==> src/rtl/cp0_exception_pkg.sv <==
// rtl/cp0_exception_pkg.sv - ExcCodes, CP0 register numbers and field positions
package cp0_exception_pkg;

  // ExcCode values written into Cause[6:2]
  localparam logic [4:0] EXC_INT  = 5'h00;
  localparam logic [4:0] EXC_ADEL = 5'h04;
  localparam logic [4:0] EXC_ADES = 5'h05;
  localparam logic [4:0] EXC_SYS  = 5'h08;
  localparam logic [4:0] EXC_BP   = 5'h09;
  localparam logic [4:0] EXC_RI   = 5'h0A;
  localparam logic [4:0] EXC_OV   = 5'h0C;

  // CP0 register numbers used by mtc0/mfc0
  localparam logic [4:0] CP0_BADVADDR = 5'd8;
  localparam logic [4:0] CP0_COUNT    = 5'd9;
  localparam logic [4:0] CP0_COMPARE  = 5'd11;
  localparam logic [4:0] CP0_STATUS   = 5'd12;
  localparam logic [4:0] CP0_CAUSE    = 5'd13;
  localparam logic [4:0] CP0_EPC      = 5'd14;

  // Status field positions
  localparam int STATUS_IE     = 0;
  localparam int STATUS_EXL    = 1;
  localparam int STATUS_IM_LSB = 8;

  // Cause field positions; IP[7:2] are the hardware lines at bits 15:10
  localparam int CAUSE_EXC_LSB = 2;
  localparam int CAUSE_IP_LSB  = 8;
  localparam int CAUSE_IPHW_LSB = 10;
  localparam int CAUSE_BD      = 31;

  // BEV=1, everything else clear
  localparam logic [31:0] STATUS_RESET = 32'h0040_0000;

endpackage

==> src/rtl/cp0_exception_if.sv <==
// rtl/cp0_exception_if.sv - M-stage exception flags and CP0 access bus
interface cp0_exception_if;
  logic        stallM;
  logic [31:0] pcM;
  logic        is_in_delayslotM;
  logic        riM;
  logic        breakM;
  logic        syscallM;
  logic        eretM;
  logic        overflowM;
  logic        adel_ifM;
  logic        adel_ldM;
  logic        ades_stM;
  logic [31:0] bad_addrM;
  logic        cp0_wenM;
  logic [4:0]  cp0_waddrM;
  logic [31:0] cp0_wdataM;
  logic [4:0]  cp0_raddrM;
  logic [31:0] cp0_rdataM;

  modport master (
    output stallM, pcM, is_in_delayslotM, riM, breakM, syscallM, eretM,
           overflowM, adel_ifM, adel_ldM, ades_stM, bad_addrM,
           cp0_wenM, cp0_waddrM, cp0_wdataM, cp0_raddrM,
    input  cp0_rdataM
  );

  modport slave (
    input  stallM, pcM, is_in_delayslotM, riM, breakM, syscallM, eretM,
           overflowM, adel_ifM, adel_ldM, ades_stM, bad_addrM,
           cp0_wenM, cp0_waddrM, cp0_wdataM, cp0_raddrM,
    output cp0_rdataM
  );
endinterface

==> src/rtl/cp0_exception_exc_prio.sv <==
// rtl/cp0_exception_exc_prio.sv - fixed-priority exception selector
module exc_prio
  import cp0_exception_pkg::*;
(
  input  logic       int_pend_i,
  input  logic       adel_if_i,
  input  logic       ri_i,
  input  logic       break_i,
  input  logic       syscall_i,
  input  logic       overflow_i,
  input  logic       adel_ld_i,
  input  logic       ades_st_i,
  input  logic       eret_i,
  output logic       exc_valid_o,
  output logic [4:0] exc_code_o,
  output logic       is_eret_o
);

  // First set flag in priority order wins; eret only counts when nothing else fires
  always_comb begin
    exc_valid_o = 1'b1;
    exc_code_o  = EXC_INT;
    if (int_pend_i)      exc_code_o = EXC_INT;
    else if (adel_if_i)  exc_code_o = EXC_ADEL;
    else if (ri_i)       exc_code_o = EXC_RI;
    else if (break_i)    exc_code_o = EXC_BP;
    else if (syscall_i)  exc_code_o = EXC_SYS;
    else if (overflow_i) exc_code_o = EXC_OV;
    else if (adel_ld_i)  exc_code_o = EXC_ADEL;
    else if (ades_st_i)  exc_code_o = EXC_ADES;
    else                 exc_valid_o = 1'b0;
    is_eret_o = eret_i & ~exc_valid_o;
  end

endmodule

==> src/rtl/cp0_exception.sv <==
// rtl/cp0_exception.sv - CP0 register file, exception commit and Count/Compare timer
module cp0_exception
  import cp0_exception_pkg::*;
#(
  parameter logic [31:0] EXC_ENTRY      = 32'hBFC0_0380,
  parameter int unsigned COUNT_DIV_LOG2 = 1
) (
  input  logic           clk,
  input  logic           resetn,
  cp0_exception_if.slave m,
  input  logic [5:0]     ext_int,
  output logic           flush_exc,
  output logic [31:0]    pc_exc,
  output logic [31:0]    epc_o,
  output logic [31:0]    status_o,
  output logic [31:0]    cause_o
);

  localparam int unsigned DIV_W = (COUNT_DIV_LOG2 > 0) ? COUNT_DIV_LOG2 : 1;
  localparam logic [DIV_W-1:0] DIV_MAX = DIV_W'((33'd1 << COUNT_DIV_LOG2) - 33'd1);

  logic [31:0]      badvaddr_q, badvaddr_d;
  logic [31:0]      count_q, count_d;
  logic [31:0]      compare_q, compare_d;
  logic [31:0]      status_q, status_d;
  logic [31:0]      cause_q, cause_d;
  logic [31:0]      epc_q, epc_d;
  logic [DIV_W-1:0] div_q, div_d;
  logic             ti_q, ti_d;

  logic       int_pend;
  logic       exc_valid;
  logic       is_eret;
  logic [4:0] exc_code;
  logic       wr_en;
  logic       tick;

  assign int_pend = status_q[STATUS_IE] & ~status_q[STATUS_EXL]
                  & (|(cause_q[CAUSE_IP_LSB +: 8] & status_q[STATUS_IM_LSB +: 8]));

  exc_prio u_exc_prio (
    .int_pend_i  (int_pend),
    .adel_if_i   (m.adel_ifM),
    .ri_i        (m.riM),
    .break_i     (m.breakM),
    .syscall_i   (m.syscallM),
    .overflow_i  (m.overflowM),
    .adel_ld_i   (m.adel_ldM),
    .ades_st_i   (m.ades_stM),
    .eret_i      (m.eretM),
    .exc_valid_o (exc_valid),
    .exc_code_o  (exc_code),
    .is_eret_o   (is_eret)
  );

  // An exception in the same cycle wins over mtc0, so the write is dropped when flushing
  assign flush_exc = resetn & ~m.stallM & (exc_valid | is_eret);
  assign pc_exc    = is_eret ? epc_q : EXC_ENTRY;
  assign wr_en     = m.cp0_wenM & ~m.stallM & ~flush_exc;
  assign tick      = (div_q == DIV_MAX);

  assign epc_o    = epc_q;
  assign status_o = status_q;
  assign cause_o  = cause_q;

  // mfc0 read mux over pre-edge register values
  always_comb begin
    m.cp0_rdataM = 32'd0;
    case (m.cp0_raddrM)
      CP0_BADVADDR: m.cp0_rdataM = badvaddr_q;
      CP0_COUNT:    m.cp0_rdataM = count_q;
      CP0_COMPARE:  m.cp0_rdataM = compare_q;
      CP0_STATUS:   m.cp0_rdataM = status_q;
      CP0_CAUSE:    m.cp0_rdataM = cause_q;
      CP0_EPC:      m.cp0_rdataM = epc_q;
      default:      m.cp0_rdataM = 32'd0;
    endcase
  end

  // Next-state: timer, hardware IP refresh, mtc0 writes, then exception/eret commit
  always_comb begin
    div_d      = tick ? '0 : div_q + 1'b1;
    count_d    = tick ? count_q + 32'd1 : count_q;
    compare_d  = compare_q;
    ti_d       = ti_q | (count_q == compare_q);
    status_d   = status_q;
    cause_d    = cause_q;
    epc_d      = epc_q;
    badvaddr_d = badvaddr_q;

    cause_d[CAUSE_IPHW_LSB +: 6] = {ext_int[5] | ti_q, ext_int[4:0]};

    if (wr_en) begin
      case (m.cp0_waddrM)
        CP0_COUNT: begin
          count_d = m.cp0_wdataM;
          div_d   = '0;
        end
        CP0_COMPARE: begin
          compare_d = m.cp0_wdataM;
          ti_d      = 1'b0;
        end
        CP0_STATUS: begin
          status_d[STATUS_IM_LSB +: 8] = m.cp0_wdataM[STATUS_IM_LSB +: 8];
          status_d[STATUS_EXL]         = m.cp0_wdataM[STATUS_EXL];
          status_d[STATUS_IE]          = m.cp0_wdataM[STATUS_IE];
        end
        CP0_CAUSE: cause_d[CAUSE_IP_LSB +: 2] = m.cp0_wdataM[CAUSE_IP_LSB +: 2];
        CP0_EPC:   epc_d = m.cp0_wdataM;
        default: ;
      endcase
    end

    if (flush_exc && exc_valid) begin
      // Nested exceptions keep the original return point
      if (!status_q[STATUS_EXL]) begin
        epc_d           = m.is_in_delayslotM ? m.pcM - 32'd4 : m.pcM;
        cause_d[CAUSE_BD] = m.is_in_delayslotM;
      end
      status_d[STATUS_EXL]          = 1'b1;
      cause_d[CAUSE_EXC_LSB +: 5]   = exc_code;
      if (!int_pend && m.adel_ifM) begin
        badvaddr_d = m.pcM;
      end else if (exc_code == EXC_ADEL || exc_code == EXC_ADES) begin
        badvaddr_d = m.bad_addrM;
      end
    end else if (flush_exc && is_eret) begin
      status_d[STATUS_EXL] = 1'b0;
    end
  end

  // State registers with synchronous active-low reset
  always_ff @(posedge clk) begin
    if (!resetn) begin
      badvaddr_q <= 32'd0;
      count_q    <= 32'd0;
      compare_q  <= 32'd0;
      status_q   <= STATUS_RESET;
      cause_q    <= 32'd0;
      epc_q      <= 32'd0;
      div_q      <= '0;
      ti_q       <= 1'b0;
    end else begin
      badvaddr_q <= badvaddr_d;
      count_q    <= count_d;
      compare_q  <= compare_d;
      status_q   <= status_d;
      cause_q    <= cause_d;
      epc_q      <= epc_d;
      div_q      <= div_d;
      ti_q       <= ti_d;
    end
  end

endmodule

==> src/flat_wrapper.sv <==
// flat-port wrapper written by rule: the top's interface ports become plain ports
module cp0_exception_flat import cp0_exception_pkg::*;
#(
  parameter logic [31:0] EXC_ENTRY      = 32'hBFC0_0380,
  parameter int unsigned COUNT_DIV_LOG2 = 1
)
  (clk, resetn, ext_int, flush_exc, pc_exc, epc_o, status_o, cause_o, m_stallM, m_pcM, m_is_in_delayslotM, m_riM, m_breakM, m_syscallM, m_eretM, m_overflowM, m_adel_ifM, m_adel_ldM, m_ades_stM, m_bad_addrM, m_cp0_wenM, m_cp0_waddrM, m_cp0_wdataM, m_cp0_raddrM, m_cp0_rdataM);
  cp0_exception_if m_i ();
  input  logic clk;
  input  logic resetn;
  input  logic [5:0] ext_int;
  output logic flush_exc;
  output logic [31:0] pc_exc;
  output logic [31:0] epc_o;
  output logic [31:0] status_o;
  output logic [31:0] cause_o;
  input wire logic [$bits(m_i.stallM)-1:0] m_stallM;
  input wire logic [$bits(m_i.pcM)-1:0] m_pcM;
  input wire logic [$bits(m_i.is_in_delayslotM)-1:0] m_is_in_delayslotM;
  input wire logic [$bits(m_i.riM)-1:0] m_riM;
  input wire logic [$bits(m_i.breakM)-1:0] m_breakM;
  input wire logic [$bits(m_i.syscallM)-1:0] m_syscallM;
  input wire logic [$bits(m_i.eretM)-1:0] m_eretM;
  input wire logic [$bits(m_i.overflowM)-1:0] m_overflowM;
  input wire logic [$bits(m_i.adel_ifM)-1:0] m_adel_ifM;
  input wire logic [$bits(m_i.adel_ldM)-1:0] m_adel_ldM;
  input wire logic [$bits(m_i.ades_stM)-1:0] m_ades_stM;
  input wire logic [$bits(m_i.bad_addrM)-1:0] m_bad_addrM;
  input wire logic [$bits(m_i.cp0_wenM)-1:0] m_cp0_wenM;
  input wire logic [$bits(m_i.cp0_waddrM)-1:0] m_cp0_waddrM;
  input wire logic [$bits(m_i.cp0_wdataM)-1:0] m_cp0_wdataM;
  input wire logic [$bits(m_i.cp0_raddrM)-1:0] m_cp0_raddrM;
  output wire logic [$bits(m_i.cp0_rdataM)-1:0] m_cp0_rdataM;
  assign m_i.stallM = m_stallM;
  assign m_i.pcM = m_pcM;
  assign m_i.is_in_delayslotM = m_is_in_delayslotM;
  assign m_i.riM = m_riM;
  assign m_i.breakM = m_breakM;
  assign m_i.syscallM = m_syscallM;
  assign m_i.eretM = m_eretM;
  assign m_i.overflowM = m_overflowM;
  assign m_i.adel_ifM = m_adel_ifM;
  assign m_i.adel_ldM = m_adel_ldM;
  assign m_i.ades_stM = m_ades_stM;
  assign m_i.bad_addrM = m_bad_addrM;
  assign m_i.cp0_wenM = m_cp0_wenM;
  assign m_i.cp0_waddrM = m_cp0_waddrM;
  assign m_i.cp0_wdataM = m_cp0_wdataM;
  assign m_i.cp0_raddrM = m_cp0_raddrM;
  assign m_cp0_rdataM = m_i.cp0_rdataM;
  cp0_exception #(.EXC_ENTRY(EXC_ENTRY), .COUNT_DIV_LOG2(COUNT_DIV_LOG2)) u_core (.clk(clk), .resetn(resetn), .m(m_i), .ext_int(ext_int), .flush_exc(flush_exc), .pc_exc(pc_exc), .epc_o(epc_o), .status_o(status_o), .cause_o(cause_o));
endmodule
==> config.mk <==
export PLATFORM = sky130hd
export DESIGN_NAME = cp0_exception_flat
export DESIGN_NICKNAME = d
export VERILOG_FILES = /design/src/rtl/cp0_exception_pkg.sv /design/src/rtl/cp0_exception_if.sv /design/src/rtl/cp0_exception_exc_prio.sv /design/src/rtl/cp0_exception.sv /design/src/flat_wrapper.sv
export SDC_FILE = /design/constraint.sdc
export NUM_CORES = 1
export LEC_CHECK = 0
export ABC_CLOCK_PERIOD_IN_PS = 7210
export BUFFER_PORTS_ARGS = -buffer_cell sky130_fd_sc_hd__buf_2
export CAP_MARGIN = 20
export CORE_ASPECT_RATIO = 0.6
export CORE_MARGIN = 2
export CORE_UTILIZATION = 45
export CTS_CLUSTER_DIAMETER = 120
export DETAILED_ROUTE_END_ITERATION = 16
export PLACE_DENSITY = 0.81
export SYNTH_ARGS = -nofsm -noshare
export SYNTH_HDL_FRONTEND = slang
export SYNTH_SLANG_ARGS = --single-unit
==> constraint.sdc <==
create_clock -name clk -period 7.21 [get_ports clk]
set_input_delay 1.442 -clock clk [delete_from_list [all_inputs] [get_ports clk]]
set_output_delay 1.442 -clock clk [all_outputs]
set_load 0.02 [all_outputs]
==> results.cfg <==
[clock_tree]
cts_resized = 0
h-tree-depth = 4
cts_buffers = 17
clk_latency_ps = 420
root_buffer = clkbuf_16
cts_buffer_depth = 2
ctsHoldBuffers = 0
cts_tree = yes
clk_pin_slew_worst_paths_ps = 70
cts_setup_buffers = 0
clkSinkCount = 153

[global_route]
grt_pass1_wl_mm = 49.62
grt_max_degree = 66
grt_use_total = 0.3188
antenna_found_initial = 0
overflow = 0
grt_pass1_vias = 8119

[critical_path]
crit_family = simple AND/OR/NAND/NOR gates
critPathCaptureType = output pin
rrSetupSlack_ps = 4280
r2r_start = u_core.status_o[11]
crit_slowest_cell = and3_1
cp_cell_sequence = buf_2 -> buf_4 -> nor4_2 -> and2_1 -> and3_1 -> and2_1 -> buf_2
critPathKind = in -> out
startpoint_type = input port
path_buf_inv = 3
cp.required_ps = 5770
crit_path_max_fanout = 36
r2r_end = u_core.count_q[27]
worstPathArrival_ps = 3690
ff2ff_path_depth = 6
critical-path-max-stage-delay_ps = 880

[route]
drtAntennaViolNets = 0
wl_per_cell_microns = 21.38
vias = 9330
vias_per_cell = 5.894
drt-initial-drc-count = 1332
wl_mm = 33.85
remaining_drc_errors = 0
drtPass1Iterations = 7

[min_path]
hold_path_end = u_core.compare_q[26]
hold_start = u_core.compare_q[26]
hold_depth = 2
hold_path_class = reg -> reg

[synthesis]
synthSimpleGateAreaFrac = 0.2237
synth_top_family_by_area = simple AND/OR/NAND/NOR gates
ys_async_sr_fraction = 0
synth_most_common_cell = nand2_1
yosys-top-cells-area = dfxtp_1 35%, nand2_1 7.0%, mux2i_1 5.6%, xnor2_1 5.5%, nor2_1 4.2%
synth_enable_flop_cells = 0
synth_xor_xnor_area_share = 0.08971
ys_warn_count = 0
synth-seq-area-share = 0.3486
netlist_area_sq_um = 8787
synth_fa_ha_area_frac = 0.002848
ys.flop_type = dfxtp_1
synth-seq-cells = 153
ys_types = 51
synthCells = 1115
avgSynthCellArea_sq_um = 7.881
synthMuxAreaShare = 0.05582
synth_top_area_share = 0.3486
yosysTopAreaCell = dfxtp_1
synthTopCellsByCount = 164 x nand2_1, 153 x dfxtp_1, 99 x nor2_1
synth_compound_gate_area_share = 0.2009

[power]
design_power_total_mw = 2.137
max-vdd-ir-drop_mv = 0.1423
p_leak_nw = 4.358
power_density_nw_per_um2 = 201.5

[cells_and_area]
drive_above_1_share = 0.2323
multi_input_area_sq_um = 5231
post-route-cell-area_sq_um = 10600
diodes = 0
fin_nets = 1432
finalNonFillerCells = 1583
fill_cells = 1786
area_growth_pct = 20.65
regArea_sq_um = 3063

[floorplanning]
die_w_microns = 184.4
rows = 39
top_level_ports = 286
coreArea_sq_um = 19080
start_util = 0.4606
die_y_microns = 112.2
die_area_sq_um = 20700

[sta]
period_needed_ps = 5133
fin_skew_ps = 10.37
setup_tns_ps = 0
rsz0062_at_grt = false
fmaxAchievable_mhz = 194.8
slew_violations = 0
setup_viol = 0
hold_viol = 0
whs_ps = 483.8
period_share = 0.7119
relSlewSlack = 0.2626
tightestPinTransition_ps = 1106

[placement]
gp_congestion = 1.046
dp_cells = 1552
place_area_sq_um = 9983
io_buffer_count = 244
dpl.hpwl_mm = 24.99

[run]
cap_viol_max_count = 0

[outcome]
status = finished clean
## state kept, by name, indices dropped and copies added, names as in the netlist
register           count
u_core.div_q           1
u_core.status_o       10
u_core.count_q        32
u_core.epc_o          32
u_core.ti_q            1
u_core.compare_q      32
u_core.badvaddr_q     32
u_core.cause_o        13
## worst min-delay path, delay by kind of cell (launching register included)
kind	cells	cell delay, ps
compound gates	1	50
simple gates	1	60
flops	1	330
## cell usage in the layout (no fill, tap or decap), types with 3 or more instances in the layout
cell type / n
buf_2: 244
nand2_1: 164
dfxtp_1: 153
nor2_1: 95
a21oi_1: 55
xnor2_1: 55
o21ai_0: 53
mux2i_1: 49
a211oi_1: 47
conb_1: 41
a22oi_1: 35
xor2_1: 35
a31oi_1: 32
and2_1: 27
nand3_1: 23
nor3_1: 20
nand4_1: 20
a221o_1: 17
clkbuf_16: 17
nand2b_1: 16
a22o_1: 16
buf_4: 12
inv_1: 11
or3_1: 9
nor4_1: 8
nor3_2: 4
a222oi_1: 4
and3_1: 4
or2_2: 4
bufinv_16: 4
nor4_2: 3
or4_1: 3
nor4b_1: 3
clkinv_2: 3
clkinvlp_4: 3
## cells by family after synthesis
logic type	Yosys count
simple gates	417
xor+xnor	90
fa+ha+maj	2
buf+inv	136
other cells	2
mux	49
flops	153
compound gates	266
## metal layers
layer  track usage  part of all wire  routed length, microns
met3        0.1282              0.16                    5449
met5       0.02353            0.0017                      58
met4       0.06400             0.014                     462
met2        0.4190              0.40                   13390
met1        0.4789              0.43                   14490
## area by class of cell
type	count	share of cell area
Timing Repair Buffer	256	0.1237
Inverter	12	0.004249
Multi-Input combinational cell	865	0.4935
Clock buffer	19	0.04178
Tap cell	266	0.03139
Sequential cell	153	0.2889
Clock inverter	12	0.01652
## how the worst max path moves through the flow
stage	start	end	slack, ps	cells after the start
finish	m_adel_ifM	pc_exc[15]	2080	7
floorplan	m_cp0_raddrM[1]	m_cp0_rdataM[10]	2650	8
CTS	m_adel_ifM	pc_exc[15]	2100	7
global route	m_adel_ifM	pc_exc[30]	1910	7
global placement	m_adel_ifM	pc_exc[20]	2250	7
detailed placement	m_adel_ifM	pc_exc[15]	2100	7
## report_power, final
part,leakage [nW],switching [mW],internal [mW],total [mW]
registers,1.25,0.0432,0.875,0.918
logic,2.82,0.174,0.0874,0.261
clock network,0.295,0.371,0.586,0.957
## per-stage QoR
step,setup slack [ps],utilization
final,2077,0.5556
after global routing,1913,0.5556
after CTS,2102,0.5556
after detailed placement,2101,0.5232
after global placement,2248,0.5232
after floorplan,2646,-
No activity file was read; power rests on OpenSTA's default activity.
